<file path="src/rtl/seq_divider_pkg.sv">
// Shared definitions for the sequential divider: default width, counter width and FSM encoding.
// Imported by the top and its datapath step.
package seq_divider_pkg;

    localparam int WIDTH_DEFAULT = 32;
    localparam int CNT_W_DEFAULT = $clog2(WIDTH_DEFAULT);

    localparam logic [2:0] ST_IDLE = 3'd0;
    localparam logic [2:0] ST_PREP = 3'd1;
    localparam logic [2:0] ST_RUN  = 3'd2;
    localparam logic [2:0] ST_FIX  = 3'd3;
    localparam logic [2:0] ST_DONE = 3'd4;

    typedef enum logic [2:0] {
        S_IDLE = ST_IDLE,
        S_PREP = ST_PREP,
        S_RUN  = ST_RUN,
        S_FIX  = ST_FIX,
        S_DONE = ST_DONE
    } state_t;

endpackage

</file>
<file path="src/rtl/seq_divider_div_step.sv">
// One restoring-division step: trial subtract of the divisor from the shifted partial remainder.
// Latency: combinational. Backpressure: none.
// Outputs the quotient bit and the remainder to keep for the next step.
module div_step
    import seq_divider_pkg::*;
#(
    parameter int WIDTH = WIDTH_DEFAULT
) (
    input  logic [WIDTH:0]   rem_sh,
    input  logic [WIDTH-1:0] dmag,
    output logic [WIDTH-1:0] rem_nxt,
    output logic             q_bit
);

    logic [WIDTH:0]   dext;
    logic [WIDTH-1:0] diff;

    assign dext  = {1'b0, dmag};
    assign q_bit = (rem_sh >= dext);
    // When the trial succeeds the true difference is below dmag, so WIDTH bits hold it exactly.
    assign diff    = rem_sh[WIDTH-1:0] - dmag;
    assign rem_nxt = q_bit ? diff : rem_sh[WIDTH-1:0];

endmodule

</file>
<file path="src/rtl/seq_divider.sv">
// Multi-cycle signed/unsigned integer divider producing quotient and remainder, one bit per clock.
// Latency: WIDTH+2 edges from accepted start to done (3 edges for a zero divisor).
// Backpressure: start is only sampled in IDLE; requests while busy or in DONE are dropped.
module seq_divider
    import seq_divider_pkg::*;
#(
    parameter int WIDTH = WIDTH_DEFAULT
) (
    input  logic             clk,
    input  logic             rst_n,
    input  logic             start,
    input  logic             is_signed,
    input  logic [WIDTH-1:0] dividend,
    input  logic [WIDTH-1:0] divisor,
    output logic             busy,
    output logic             done,
    output logic [WIDTH-1:0] quotient,
    output logic [WIDTH-1:0] remainder,
    output logic             div_zero
);

    localparam int CNT_W = $clog2(WIDTH);

    state_t state, state_nxt;

    logic [WIDTH-1:0] a_reg, b_reg;
    logic             sgn_reg;
    logic [WIDTH-1:0] rem, q, dmag;
    logic             sign_q, sign_r, zflag;
    logic [CNT_W-1:0] cnt;

    logic             sa, sb;
    logic [WIDTH-1:0] amag, bmag;
    logic [WIDTH-1:0] step_rem;
    logic             step_bit;

    assign sa   = sgn_reg & a_reg[WIDTH-1];
    assign sb   = sgn_reg & b_reg[WIDTH-1];
    assign amag = sa ? (~a_reg + 1'b1) : a_reg;
    assign bmag = sb ? (~b_reg + 1'b1) : b_reg;

    div_step #(.WIDTH(WIDTH)) u_step (
        .rem_sh  ({rem, q[WIDTH-1]}),
        .dmag    (dmag),
        .rem_nxt (step_rem),
        .q_bit   (step_bit)
    );

    always_ff @(posedge clk or negedge rst_n) begin
        if (!rst_n) begin
            state <= S_IDLE;
        end else begin
            state <= state_nxt;
        end
    end

    // A zero divisor still passes through a single RUN slot (counter loaded with 0, no step),
    // which fixes its latency at three edges.
    always_comb begin
        state_nxt = state;
        case (state)
            S_IDLE:  if (start) state_nxt = S_PREP;
            S_PREP:  state_nxt = S_RUN;
            S_RUN:   if (cnt == '0) state_nxt = S_FIX;
            S_FIX:   state_nxt = S_DONE;
            S_DONE:  state_nxt = S_IDLE;
            default: state_nxt = S_IDLE;
        endcase
    end

    always_ff @(posedge clk or negedge rst_n) begin
        if (!rst_n) begin
            busy <= 1'b0;
            done <= 1'b0;
        end else begin
            busy <= (state_nxt == S_PREP) || (state_nxt == S_RUN) || (state_nxt == S_FIX);
            done <= (state_nxt == S_DONE);
        end
    end

    always_ff @(posedge clk or negedge rst_n) begin
        if (!rst_n) begin
            a_reg     <= '0;
            b_reg     <= '0;
            sgn_reg   <= 1'b0;
            rem       <= '0;
            q         <= '0;
            dmag      <= '0;
            sign_q    <= 1'b0;
            sign_r    <= 1'b0;
            zflag     <= 1'b0;
            cnt       <= '0;
            quotient  <= '0;
            remainder <= '0;
            div_zero  <= 1'b0;
        end else begin
            case (state)
                S_IDLE: begin
                    if (start) begin
                        a_reg   <= dividend;
                        b_reg   <= divisor;
                        sgn_reg <= is_signed;
                    end
                end
                S_PREP: begin
                    rem    <= '0;
                    q      <= amag;
                    dmag   <= bmag;
                    sign_q <= sa ^ sb;
                    sign_r <= sa;
                    zflag  <= (b_reg == '0);
                    cnt    <= (b_reg == '0) ? '0 : CNT_W'(WIDTH - 1);
                end
                S_RUN: begin
                    if (!zflag) begin
                        rem <= step_rem;
                        q   <= {q[WIDTH-2:0], step_bit};
                    end
                    cnt <= cnt - 1'b1;
                end
                S_FIX: begin
                    if (zflag) begin
                        quotient  <= '1;
                        remainder <= a_reg;
                        div_zero  <= 1'b1;
                    end else begin
                        // Remainder takes the dividend's sign: truncating division.
                        quotient  <= sign_q ? (~q + 1'b1) : q;
                        remainder <= sign_r ? (~rem + 1'b1) : rem;
                        div_zero  <= 1'b0;
                    end
                end
                default: ;
            endcase
        end
    end

endmodule

</file>
<file path="config.mk">
export PLATFORM = sky130hd
export DESIGN_NAME = seq_divider
export DESIGN_NICKNAME = d
export VERILOG_FILES = /design/src/rtl/seq_divider_pkg.sv /design/src/rtl/seq_divider_div_step.sv /design/src/rtl/seq_divider.sv
export SDC_FILE = /design/constraint.sdc
export NUM_CORES = 1
export LEC_CHECK = 0
export CAP_MARGIN = 20
export CORE_AREA = 2 2 179 181
export CTS_BUF_LIST = sky130_fd_sc_hd__clkbuf_4 sky130_fd_sc_hd__clkbuf_8
export DETAILED_ROUTE_END_ITERATION = 16
export DIE_AREA = 0 0 181 183
export PLACE_DENSITY_LB_ADDON = 0.3
export SYNTH_ARGS = -nofsm -noshare
export SYNTH_HDL_FRONTEND = slang
export SYNTH_SLANG_ARGS = --single-unit
</file>
<file path="constraint.sdc">
create_clock -name clk -period 2.9 [get_ports clk]
set_input_delay 0.435 -clock clk [delete_from_list [all_inputs] [get_ports clk]]
set_output_delay 0.435 -clock clk [all_outputs]
set_load 0.03 [all_outputs]
</file>
Word-level counts from Yosys, hierarchy flattened. Index checks and enable logic that the tools add are counted.

Flip-flop bits (word level): 239. Latch bits: 0. Bits in writable memories: 0. Memory bits (read-only): 0. Input port bits: 68. Output and inout bits: 67. Logic and storage cells: 63. Memories: 0.

$add $sub $neg: 6. Multiply operators: 0. Div/mod/pow operators: 0. Magnitude comparators: 1. Eq/ne operators: 8. Shift-type cells: 0. Multiplexer cells: 17. Bitwise gates (word level): 7. Reduce and logical (&&, ||, !) cells: 8.

Operators with widths (number): $mux W32 (9); $add A32 B1 Y32 const B (4); $not A32 Y32 (4); $pmux W32 S2 (2); $ge A33 B32 Y1 (1); $logic_not A32 Y1 (1); $sub A32 B32 Y32 (1); $eq A3 B2 Y1 const B (4); $pmux W3 S4 (1); $pmux W5 S2 (1); $eq A3 B1 Y1 const B (2); $mux W3 (2); $logic_not A5 Y1 (1); $mux W5 (1); $sub A5 B1 Y5 const B (1); $reduce_and A2 Y1 (2); $eq A3 B3 Y1 const B (1); $logic_not A3 Y1 (1); $and A1 B1 Y1 (2); $logic_or A1 B1 Y1 (2); $ne A2 B2 Y1 const B (1); $reduce_bool A2 Y1 (1); $mux W1 (1); $xor A1 B1 Y1 (1).

Logic depth before layout (Yosys ltp). Gate-level depths: netlist (run 1).

Depth in word-level cells: 6. Gate-level depth with buffers: 13. Gate-level depth less buffers: 13.

Hierarchy. A second synthesis (run 1) with hierarchy kept.

Cell total of the unflattened synthesis: 1656. Area total of the unflattened synthesis: 14670.3 µm².

Modules (own cells, without submodules): seq_divider (instances 1, cells an instance 1294, area an instance 12309.3 µm², seq. area each 5980.7 µm²); div_step (instances 1, cells an instance 362, area an instance 2361.0 µm², seq. area each 0.0 µm²).

Least setup slack after synthesis (run 1). OpenSTA, ideal clock, no wires.

Path kind: register to register. From: reg rem[10]. To: reg remainder[29]. Library setup time: 0.132 ns. Arrival: 2.995 ns. Data required time: 2.768 ns. Slack: -0.228 ns. Stages on the path, launching flop included: 9. Path buffers: 0. Period minus slack after synthesis: 3.128 ns. Cell sequence: dfrtp_1 -> or4_4 -> or3_4 -> or4_4 -> or4_4 -> or3_4 -> o31ai_2 -> xor2_1 -> o21ai_1.

Cells in the longest elaborated chain, start to end: 4.

Ends and longest elaborated chain: start, declared (RTL line seq_divider.sv:28) `logic [WIDTH-1:0] rem, q, dmag;`; start signal, assigned (RTL line seq_divider.sv:116) `rem <= step_rem;`; $not A32 Y32 (RTL line seq_divider.sv:129) `remainder <= sign_r ? (~rem + 1'b1) : rem;`; $add A32 B1 Y32 (RTL line seq_divider.sv:129); $mux W32 (RTL line seq_divider.sv:129); $mux W32 (RTL line seq_divider.sv:122) `if (zflag) begin`; end signal, assigned (RTL line seq_divider.sv:124) `remainder <= a_reg;`; end signal, assigned (RTL line seq_divider.sv:129); end, declared (RTL line seq_divider.sv:18) `output logic [WIDTH-1:0] remainder,`.

Every way passes these cells. A chain may end at the register's enable or synchronous reset.

Worst setup path after layout (run 1).
From: reg rem[10]. To: reg remainder[31].

The elaborated chain is that of the path after synthesis.

==> results.yml, run 1 <==
logic_synthesis:
  synthArstFlopShare_pct: 100
  yosys.area.top_type: "dfrtp_1"
  syn_nets: 1692
  ys.flop_type: "dfrtp_1"
  synth_area_leaders: "dfrtp_1 (43%), o21ai_0 (6.6%), nand2_1 (5.4%)"
  syn_inst: 1585
  netlist.area_leader.share_pct: 43.0
  syn_area_per_cell_um2: 8.77
  synth_edf_count: 0
  syn_area_mm2: 0.0139
  ys_ff_latch: 239
  ys_types: 54
  seq_area_frac_synth_pct: 43.0
  yosys_warnings: 0
finish:
  antennaDiodeCount: 0
  final_core_util_pct: 56.7
  drive_above_1_share_pct: 18.2
  fin_nets: 1911
  stdcell_count: 2234
  syn_to_final_growth_pct: 27.3
detailed_routing:
  first_pass_iters: 5
  wl_per_cell_um: 17.5
  finalWirelength_um: 39100
  drt.antenna.violating_nets: 0
  avgViaCountPerCell: 5.55
  drc: 0
  routed-via-count: 12391
  first_iter_violations: 868
sta:
  setup_viol: 14
  fmax_ghz: 0.317
  layout_setup_ws_ns: -0.255
  period_needed_ns: 3.15
  fin_tns_setup_ns: -2.11
  max_slew_margin_pct: 41.9
  skew_ns: 0.0239
  rsz0062_at_grt: "true"
  post-route-period-util_pct: 109
  report.final.slew_viol_count: 0
  tightest_slew_ns: 0.872
  hold_viol: 0
outcome:
  status: "finished with violations"
  violations: "setup timing"
clock_network:
  cts_buffers: 42
  cts-root-buf: "clkbuf_8"
  h-tree-depth: 2
  clk_latency_ns: 0.56
  cts_buffer_depth: 3
  cts_tree: "yes"
  clk_pin_slew_ns: 0.06
  cts.sinks: 239
setup_path:
  end_kind: "register"
  cp.buffers_inverters: 0
  start_kind: "register"
  required_ns: 3.32
  cp_top_family: "simple AND/OR/NAND/NOR gates"
  slowest_stage: "or4_4"
  cp_max_fo: 3
  crit_type: "register to register"
  cpPeakStageDelay_ns: 0.54
  arrival_ns: 3.58
  path_cells: "or4_4 -> or3_4 -> or4_4 -> or4_4 -> or3_4 -> o31ai_4 -> xor2_1 -> o21ai_1"
  crit_top_cell: "or4_4"
power_and_ir_drop:
  pwr-share-seq_pct: 27.7
  pwr-share-comb_pct: 58.9
  p_per_area_mw_per_mm2: 1340
  p_leak_nw: 7.68
  power.switching_mw: 10.8
  peakVddDrop_uv: 760
  p_int_mw: 12.9
  switching_share_pct: 45.7
  pwr-share-clk_pct: 13.4
global_route:
  grt-ovfl-total: 0
  grt_max_degree: 70
  grt_pass1_vias: 11918
  grtUsageTotal_pct: 23.3
  grt_pass1_wl_um: 62600
  antenna_found_initial: 0
floorplan:
  die_w_um: 181
  dieArea_mm2: 0.0331
  rows: 65
  initial_core_util_pct: 44.5
  core_area_mm2: 0.0312
  boundaryPins: 135
  die_h_um: 183
place:
  io_buffers: 134
  place_ws_ns: -0.250
  place_hpwl_um: 28800
  place_inst: 2147
  routabilityCongestion: 0.904
run:
  cap_violations: 0
hold_path:
  hold_class: "input pin to register"
final timing paths:
path / slack (ns) / endpoint / startpoint / cells after the start
max: -0.25 / remainder[31] / rem[10] / 8
min: 0.43 / b_reg[1] / divisor[1] / 3
max reg2reg: -0.25 / remainder[31] / rem[10] / 8
min reg2reg: 0.47 / dmag[29] / dmag[29] / 2
max in group asynchronous: 1.64 / a_reg[25] / rst_n / 3
min in group asynchronous: 0.44 / remainder[9] / rst_n / 2
layer usage:
metal  wire length [µm]  up-vias  global-route usage, %
li1                   -     5972                      -
met1              17400     5970                   31.2
met2              18700      384                   39.2
met3               2080       65                   3.44
met4                975        0                   7.41
met5                  0        -                      0
layout by cell type, fill, tap and decap left out, types with 5 or more instances in the layout:
| master | n |
|---|---|
| mux2i_1 | 15 |
| nor4_1 | 8 |
| o21bai_1 | 5 |
| a21oi_1 | 139 |
| mux2_2 | 57 |
| o41ai_1 | 11 |
| clkbuf_8 | 45 |
| o21a_1 | 5 |
| xor2_1 | 83 |
| a21o_1 | 19 |
| a31oi_1 | 7 |
| and3_1 | 19 |
| nor2b_1 | 7 |
| o22ai_1 | 5 |
| nor3_1 | 21 |
| buf_4 | 120 |
| dfrtp_1 | 236 |
| nand3_1 | 33 |
| ha_1 | 31 |
| nand2_1 | 197 |
| o21ai_0 | 164 |
| or4_4 | 5 |
| clkbuf_4 | 19 |
| or4_1 | 8 |
| o31ai_1 | 19 |
| clkdlybuf4s50_1 | 133 |
| o211ai_1 | 10 |
| inv_1 | 54 |
| nor2_1 | 120 |
| nand4_1 | 11 |
| o21ai_1 | 33 |
| a21oi_2 | 6 |
| and2_1 | 6 |
| buf_6 | 6 |
| nand2b_1 | 10 |
| xnor2_1 | 60 |
| or3_1 | 12 |
| o21ai_2 | 5 |
through the flow:
stage / instance area (µm²) / power, mW / hold WS, ns
global placement: 16400 / 19.4 / 0.444
CTS: 17400 / 23.1 / 0.406
global route: 17700 / 25.6 / 0.426
finish: 17700 / 23.7 / 0.430
floorplan: 13900 / 14.9 / 0.139
detailed placement: 16400 / 19.6 / 0.452
cell usage after synthesis (all sizes together) (34+ instances only):
cell type / instances
o21ai: 202
nand2: 200
dfrtp: 239
nor2: 123
xor2: 85
xnor2: 60
ha: 38
inv: 56
mux2: 57
clkbuf: 87
a21oi: 145
nand3: 34
timing repair:
item | in CTS | in global routing
setup buffers | 6 | 5
pin swaps | 20 | 28
hold endpoints to repair | 65 | 0
hold buffers | 1 | 0
cloned | 0 | 3
resized for setup | 27 | 58
setup endpoints to repair | 21 | 55
cell families (layout without fill, tap and decap cells):
family | Yosys count | after routing | share of synthesized area [%]
buffers and inverters | 149 | 396 | 4.03
XOR/XNOR | 145 | 145 | 9.14
AND/OR/NAND/NOR | 484 | 484 | 15.8
multiplexers | 73 | 73 | 5.77
flip-flops | 239 | 239 | 43.0
AO/OA/AOI/OAI | 456 | 456 | 18.7
adder cells (fa/ha/maj) | 39 | 39 | 3.56
power groups by stage:
stage                     registers, mW  clock network, mW  logic (mW)
after floorplan                    6.84                  0        8.06
after global placement             6.46                  0        12.9
after detailed placement           6.53                  0        13.1
after CTS                          6.51               3.24        13.3
after global routing               6.76               3.42        15.4
final                              6.56               3.17        13.9
area by class of cell:
type / instances / area [µm²]
clock inverters: 8 / 73.8
repair buffers: 268 / 2460
clock buffers: 64 / 762
fillers: 2846 / 13500
multi-input cells: 1197 / 7710
flip-flops and latches: 239 / 5980
inverters: 56 / 210
well taps: 402 / 503
worst register-to-register path: cells and delay by family (launching register included):
family / cells / cell delay (ns)
AND/OR/NAND/NOR: 5 / 2.20
flip-flops: 1 / 0.39
AO/OA/AOI/OAI: 2 / 0.26
XOR/XNOR: 1 / 0.16
Power figures use the tool's default switching activity.
==> inputs of run 2 (changes only) <==
--- a/config.mk
+++ b/config.mk
@@ -11,6 +11,8 @@
 export DETAILED_ROUTE_END_ITERATION = 16
 export DIE_AREA = 0 0 181 183
 export PLACE_DENSITY_LB_ADDON = 0.3
+export RECOVER_POWER = 50
+export SLEW_MARGIN = 40
 export SYNTH_ARGS = -nofsm -noshare
 export SYNTH_HDL_FRONTEND = slang
 export SYNTH_SLANG_ARGS = --single-unit
==> results.yml, run 2 (same netlist as run 1, synthesis figures left out) <==
outcome:
  status: "finished with violations"
  violations: "capacitance limit, slew limit, setup timing"
power_and_ir_drop:
  p_leak_nw: 7.65
  p_per_area_mw_per_mm2: 1340
  peakVddDrop_uv: 740
run:
  cap_violations: 2
finish:
  antennaDiodeCount: 0
  fill_cells: 2861
  fin_nets: 1911
  final_common_cell: "dfrtp_1"
  seq_area_mm2: 0.00598
  drive_above_1_share_pct: 18.0
  layout.cells.most_common_list: "dfrtp_1 (236), nand2_1 (198), o21ai_0 (164)"
  syn_to_final_growth_pct: 26.8
  multi_input_area_mm2: 0.00770
setup_path:
  slowest_stage: "or4_4"
  crit_type: "register to register"
  path_cells: "or4_4 -> or3_4 -> or4_4 -> or4_4 -> or3_4 -> o31ai_4 -> xor2_1 -> o21ai_1"
  arrival_ns: 3.57
  required_ns: 3.32
  r2r_start: "rem[10]"
  cp_top_family: "simple AND/OR/NAND/NOR gates"
  cp.buffers_inverters: 0
  cp_max_fo: 3
  cpPeakStageDelay_ns: 0.54
  end_kind: "register"
  worstRegToRegCells: 8
  r2r_slack_ns: -0.25
  r2r-end: "remainder[31]"
  crit_top_cell: "or4_4"
  start_kind: "register"
sta:
  setup_viol: 14
  post-route-period-util_pct: 109
  rsz0062_at_grt: "true"
  skew_ns: 0.0244
  layout_setup_ws_ns: -0.249
  period_needed_ns: 3.15
  fin_tns_setup_ns: -2.13
  report.final.slew_viol_count: 70
  hold_viol: 0
  max_slew_margin_pct: -19.7
  fmax_ghz: 0.318
  tightest_slew_ns: 1.80
global_route:
  antenna_found_initial: 0
  grt_max_degree: 70
  grtUsageTotal_pct: 23.3
  grt_pass1_wl_um: 62600
  grt-ovfl-total: 0
  grt_pass1_vias: 11918
hold_path:
  holdPathEnd: "b_reg[1]"
  hold_class: "input pin to register"
  hold_depth: 3
  hold_start: "divisor[1]"
floorplan:
  dieArea_mm2: 0.0331
  initial_core_util_pct: 44.5
  boundaryPins: 135
  rows: 65
  core_area_mm2: 0.0312
  die_h_um: 183
  die_w_um: 181
clock_network:
  cts_buffer_depth: 3
  h-tree-depth: 2
  cts_tree: "yes"
  clk_pin_slew_ns: 0.06
  cts.sinks: 239
  cts-root-buf: "clkbuf_8"
  clk_latency_ns: 0.57
  cts_buffers: 42
place:
  routabilityCongestion: 0.904
  place_ws_ns: -0.250
  io_buffers: 134
  place_hpwl_um: 28800
detailed_routing:
  drt.antenna.violating_nets: 0
  routed-via-count: 12325
  first_iter_violations: 803
  finalWirelength_um: 39100
  avgViaCountPerCell: 5.52
  wl_per_cell_um: 17.5
  first_pass_iters: 5
  drc: 0
run 2: timing repair:
item / CTS / global route
pin swaps: 20 / 28
resized for setup: 27 / 58
hold buffers: 1 / 0
cloned: 0 / 3
setup endpoints to repair: 21 / 55
setup buffers: 6 / 5
hold endpoints to repair: 65 / 0
run 2: per-layer routing:
metal | GRT usage [%] | vias to the layer above | part of all wire [%]
met1 | 31.2 | 5936 | 45
met5 | 0 | - | 0
met4 | 7.41 | 0 | 2.5
li1 | - | 5974 | -
met2 | 39.2 | 349 | 48
met3 | 3.44 | 66 | 5.3
run 2: report_power, final:
part	internal, mW	total (mW)	switching [mW]
clock network	1.76	3.17	1.41
logic	6.20	13.9	7.72
registers	4.87	6.55	1.68
run 2: how the worst max path moves through the flow:
stage | startpoint | to | slack [ns] | cells past startpoint
3_3_place_gp | rem[10] | remainder[29] | -0.20 | 8
5_1_grt | rem[10] | remainder[31] | -0.36 | 8
3_5_place_dp | rem[10] | remainder[28] | -0.25 | 8
2_1_floorplan | rem[10] | remainder[29] | -0.23 | 8
6_report | rem[10] | remainder[31] | -0.25 | 8
4_1_cts | rem[10] | remainder[31] | -0.26 | 8
run 2: worst min-delay path: stages:
cell and delay (ns):
clkdlybuf4s50_1 0.39, nand2_1 0.05, o21ai_0 0.06
run 2: layout make-up:
cell class | count | area share (%)
clock inverter | 8 | 0.419
timing repair buffer | 268 | 13.6
multi-input combinational | 1197 | 43.7
tap | 402 | 2.85
clock buffer | 64 | 4.32
inverter | 56 | 1.19
sequential | 239 | 34.0
run 2: through the flow:
stage	instance area (µm²)	power (mW)	std cells	util [%]	hold slack, ns
CTS	17400	23.1	2226	55.7	0.406
global route	17600	25.5	2234	56.4	0.426
detailed placement	16400	19.6	2147	52.4	0.452
floorplan	13900	14.9	1585	-	0.139
finish	17600	23.6	2234	56.4	0.428
global placement	16400	19.4	2147	52.4	0.444
==> inputs of run 3 (changes only) <==
--- a/config.mk
+++ b/config.mk
@@ -6,13 +6,14 @@
 export NUM_CORES = 1
 export LEC_CHECK = 0
 export CAP_MARGIN = 20
-export CORE_AREA = 2 2 179 181
+export CORE_AREA = 2 2 184 186
 export CTS_BUF_LIST = sky130_fd_sc_hd__clkbuf_4 sky130_fd_sc_hd__clkbuf_8
 export DETAILED_ROUTE_END_ITERATION = 16
-export DIE_AREA = 0 0 181 183
+export DIE_AREA = 0 0 186 188
 export PLACE_DENSITY_LB_ADDON = 0.3
 export RECOVER_POWER = 50
 export SLEW_MARGIN = 40
 export SYNTH_ARGS = -nofsm -noshare
 export SYNTH_HDL_FRONTEND = slang
+export SYNTH_HIERARCHICAL = 1
 export SYNTH_SLANG_ARGS = --single-unit
==> results.yml, run 3 <==
sta:
  rsz0062_at_grt: "true"
  period_needed_ns: 2.77
  skew_ns: 0.0354
  tightest_slew_ns: 1.96
  fmax_ghz: 0.360
  setup_viol: 0
  max_slew_margin_pct: -30.3
  report.final.slew_viol_count: 33
  hold_viol: 0
  post-route-period-util_pct: 95.7
detailed_routing:
  first_pass_iters: 5
  drt.antenna.violating_nets: 0
  drc: 0
  wl_per_cell_um: 18.9
  routed-via-count: 13056
  avgViaCountPerCell: 5.67
  finalWirelength_um: 43400
  first_iter_violations: 798
clock_network:
  cts_tree: "yes"
  cts_buffer_depth: 3
  clk_latency_ns: 0.57
  cts_buffers: 44
  cts-root-buf: "clkbuf_8"
  clk_pin_slew_ns: 0.07
  postCtsSetupBuffers: 0
  cts.sinks: 239
  h-tree-depth: 2
run:
  cap_violations: 1
logic_synthesis:
  synth_area_leaders: "dfrtp_1 (41%), nand2_1 (6.1%), o21ai_0 (5.8%)"
  synthTopCellsByCount: "dfrtp_1 (239), nand2_1 (239), o21ai_0 (169)"
  yosys_warnings: 6
  ys_types: 76
  synthArstFlopShare_pct: 100
  ys_ff_latch: 239
  syn_area_mm2: 0.0147
  syn_area_per_cell_um2: 8.86
  syn_nets: 1763
  ys.flop_type: "dfrtp_1"
  synth_edf_count: 0
  netlist.area_leader.share_pct: 40.8
  seq_area_frac_synth_pct: 40.8
  syn_inst: 1656
  yosys.area.top_type: "dfrtp_1"
finish:
  syn_to_final_growth_pct: 22.4
  drive_above_1_share_pct: 15.4
  layout.cells.most_common_list: "nand2_1 (238), dfrtp_1 (237), o21ai_0 (169)"
  final_common_cell: "nand2_1"
  antennaDiodeCount: 0
  stdcell_count: 2301
  fin_nets: 1934
global_route:
  grt_pass1_vias: 12692
  grt_pass1_wl_um: 69300
  grt_max_degree: 97
  grtUsageTotal_pct: 24.9
  antenna_found_initial: 0
  grt-ovfl-total: 0
setup_path:
  start_kind: "register"
  path_cells: "ha_2 -> and3_1 -> o211a_4 -> a211oi_4 -> a21oi_4 -> a21oi_2 -> o311a_4 -> buf_12 -> o41ai_2 -> nand2_1 -> o21ai_0"
  slowest_stage: "dfrtp_1"
  end_kind: "register"
  cpPeakStageDelay_ns: 0.40
  cp_max_fo: 41
  cp.buffers_inverters: 1
  arrival_ns: 3.23
  required_ns: 3.35
  cp_top_family: "compound AO/OA/AOI/OAI gates"
  crit_type: "register to register"
power_and_ir_drop:
  p_per_area_mw_per_mm2: 1370
  total_power_mw: 24.7
  peakVddDrop_uv: 610
  p_leak_nw: 7.51
floorplan:
  rows: 67
  die_h_um: 188
  initial_core_util_pct: 44.3
  dieArea_mm2: 0.0350
  boundaryPins: 135
  core_area_mm2: 0.0331
  die_w_um: 186
place:
  place_inst: 2227
  place_hpwl_um: 32200
  io_buffers: 134
  routabilityCongestion: 0.949
hold_path:
  hold_class: "input pin to register"
outcome:
  status: "finished with violations"
  violations: "capacitance limit, slew limit"
[run 3: worst register-to-register path: stages (launching register included)]
cell,delay (ns)
dfrtp_1,0.40
ha_2,0.40
and3_1,0.24
o211a_4,0.20
a211oi_4,0.07
a21oi_4,0.22
a21oi_2,0.09
o311a_4,0.35
buf_12,0.18
o41ai_2,0.34
nand2_1,0.07
o21ai_0,0.09
[run 3: logic make-up after synthesis]
logic type / Yosys count / share of synthesized area (%)
flops: 239 / 40.8
compound gates: 465 / 20.5
xor+xnor: 131 / 7.82
buf+inv: 155 / 4.13
mux: 77 / 5.77
fa+ha+maj: 39 / 3.38
simple gates: 550 / 17.7
[run 3: worst paths after layout]
check / startpoint / end / depth (start not counted) / slack [ns]
min: divisor[17] / b_reg[17] / 3 / 0.45
max in group asynchronous: rst_n / rem[23] / 3 / 0.30
max reg2reg: rem[9] / rem[31] / 11 / 0.13
max: rem[9] / rem[31] / 11 / 0.13
min reg2reg: dmag[18] / dmag[18] / 2 / 0.48
min in group asynchronous: rst_n / quotient[11] / 2 / 1.06
[run 3: stage by stage]
step	hold WS (ns)	util (%)	instance area, µm²	setup TNS [ns]	setup WS, ns
after floorplan	0.139	-	14700	0	0.320
after global placement	0.467	51.3	17000	0	0.0685
after detailed placement	0.470	51.3	17000	0	0.0493
after CTS	0.427	54.0	17900	0	0.00396
after global routing	0.434	54.2	18000	-0.793	-0.0793
final	0.447	54.2	18000	0	0.126
[run 3: final cells by class]
cell class | instances | area (µm²)
Fill cell | 3032 | 15200
Multi-Input combinational cell | 1262 | 8200
Sequential cell | 239 | 5980
Timing Repair Buffer | 222 | 2080
Clock buffer | 59 | 743
Tap cell | 448 | 561
Inverter | 58 | 218
Clock inverter | 13 | 159
[run 3: report_power, final]
part / total, mW / switching [mW] / internal [mW]
Clock: 3.38 / 1.45 / 1.93
Sequential: 6.75 / 1.81 / 4.94
Combinational: 14.5 / 8.33 / 6.20
Total: 24.7 / 11.6 / 13.1
[run 3: what timing repair did]
| action | CTS | global route |
|---|---|---|
| endpoints found under the setup margin | 0 | 29 |
| hold buffers | 1 | 0 |
| endpoints found under the hold margin | 64 | 0 |
| resized for setup | 0 | 25 |
[run 3: metal layers]
| layer | track usage (%) | up-vias | wire length, µm |
|---|---|---|---|
| met5 | 0 | - | 0 |
| met4 | 8.15 | 0 | 1310 |
| met3 | 3.53 | 83 | 2160 |
| met2 | 41.1 | 381 | 20900 |
| met1 | 33.6 | 6325 | 19000 |
| li1 | - | 6267 | - |
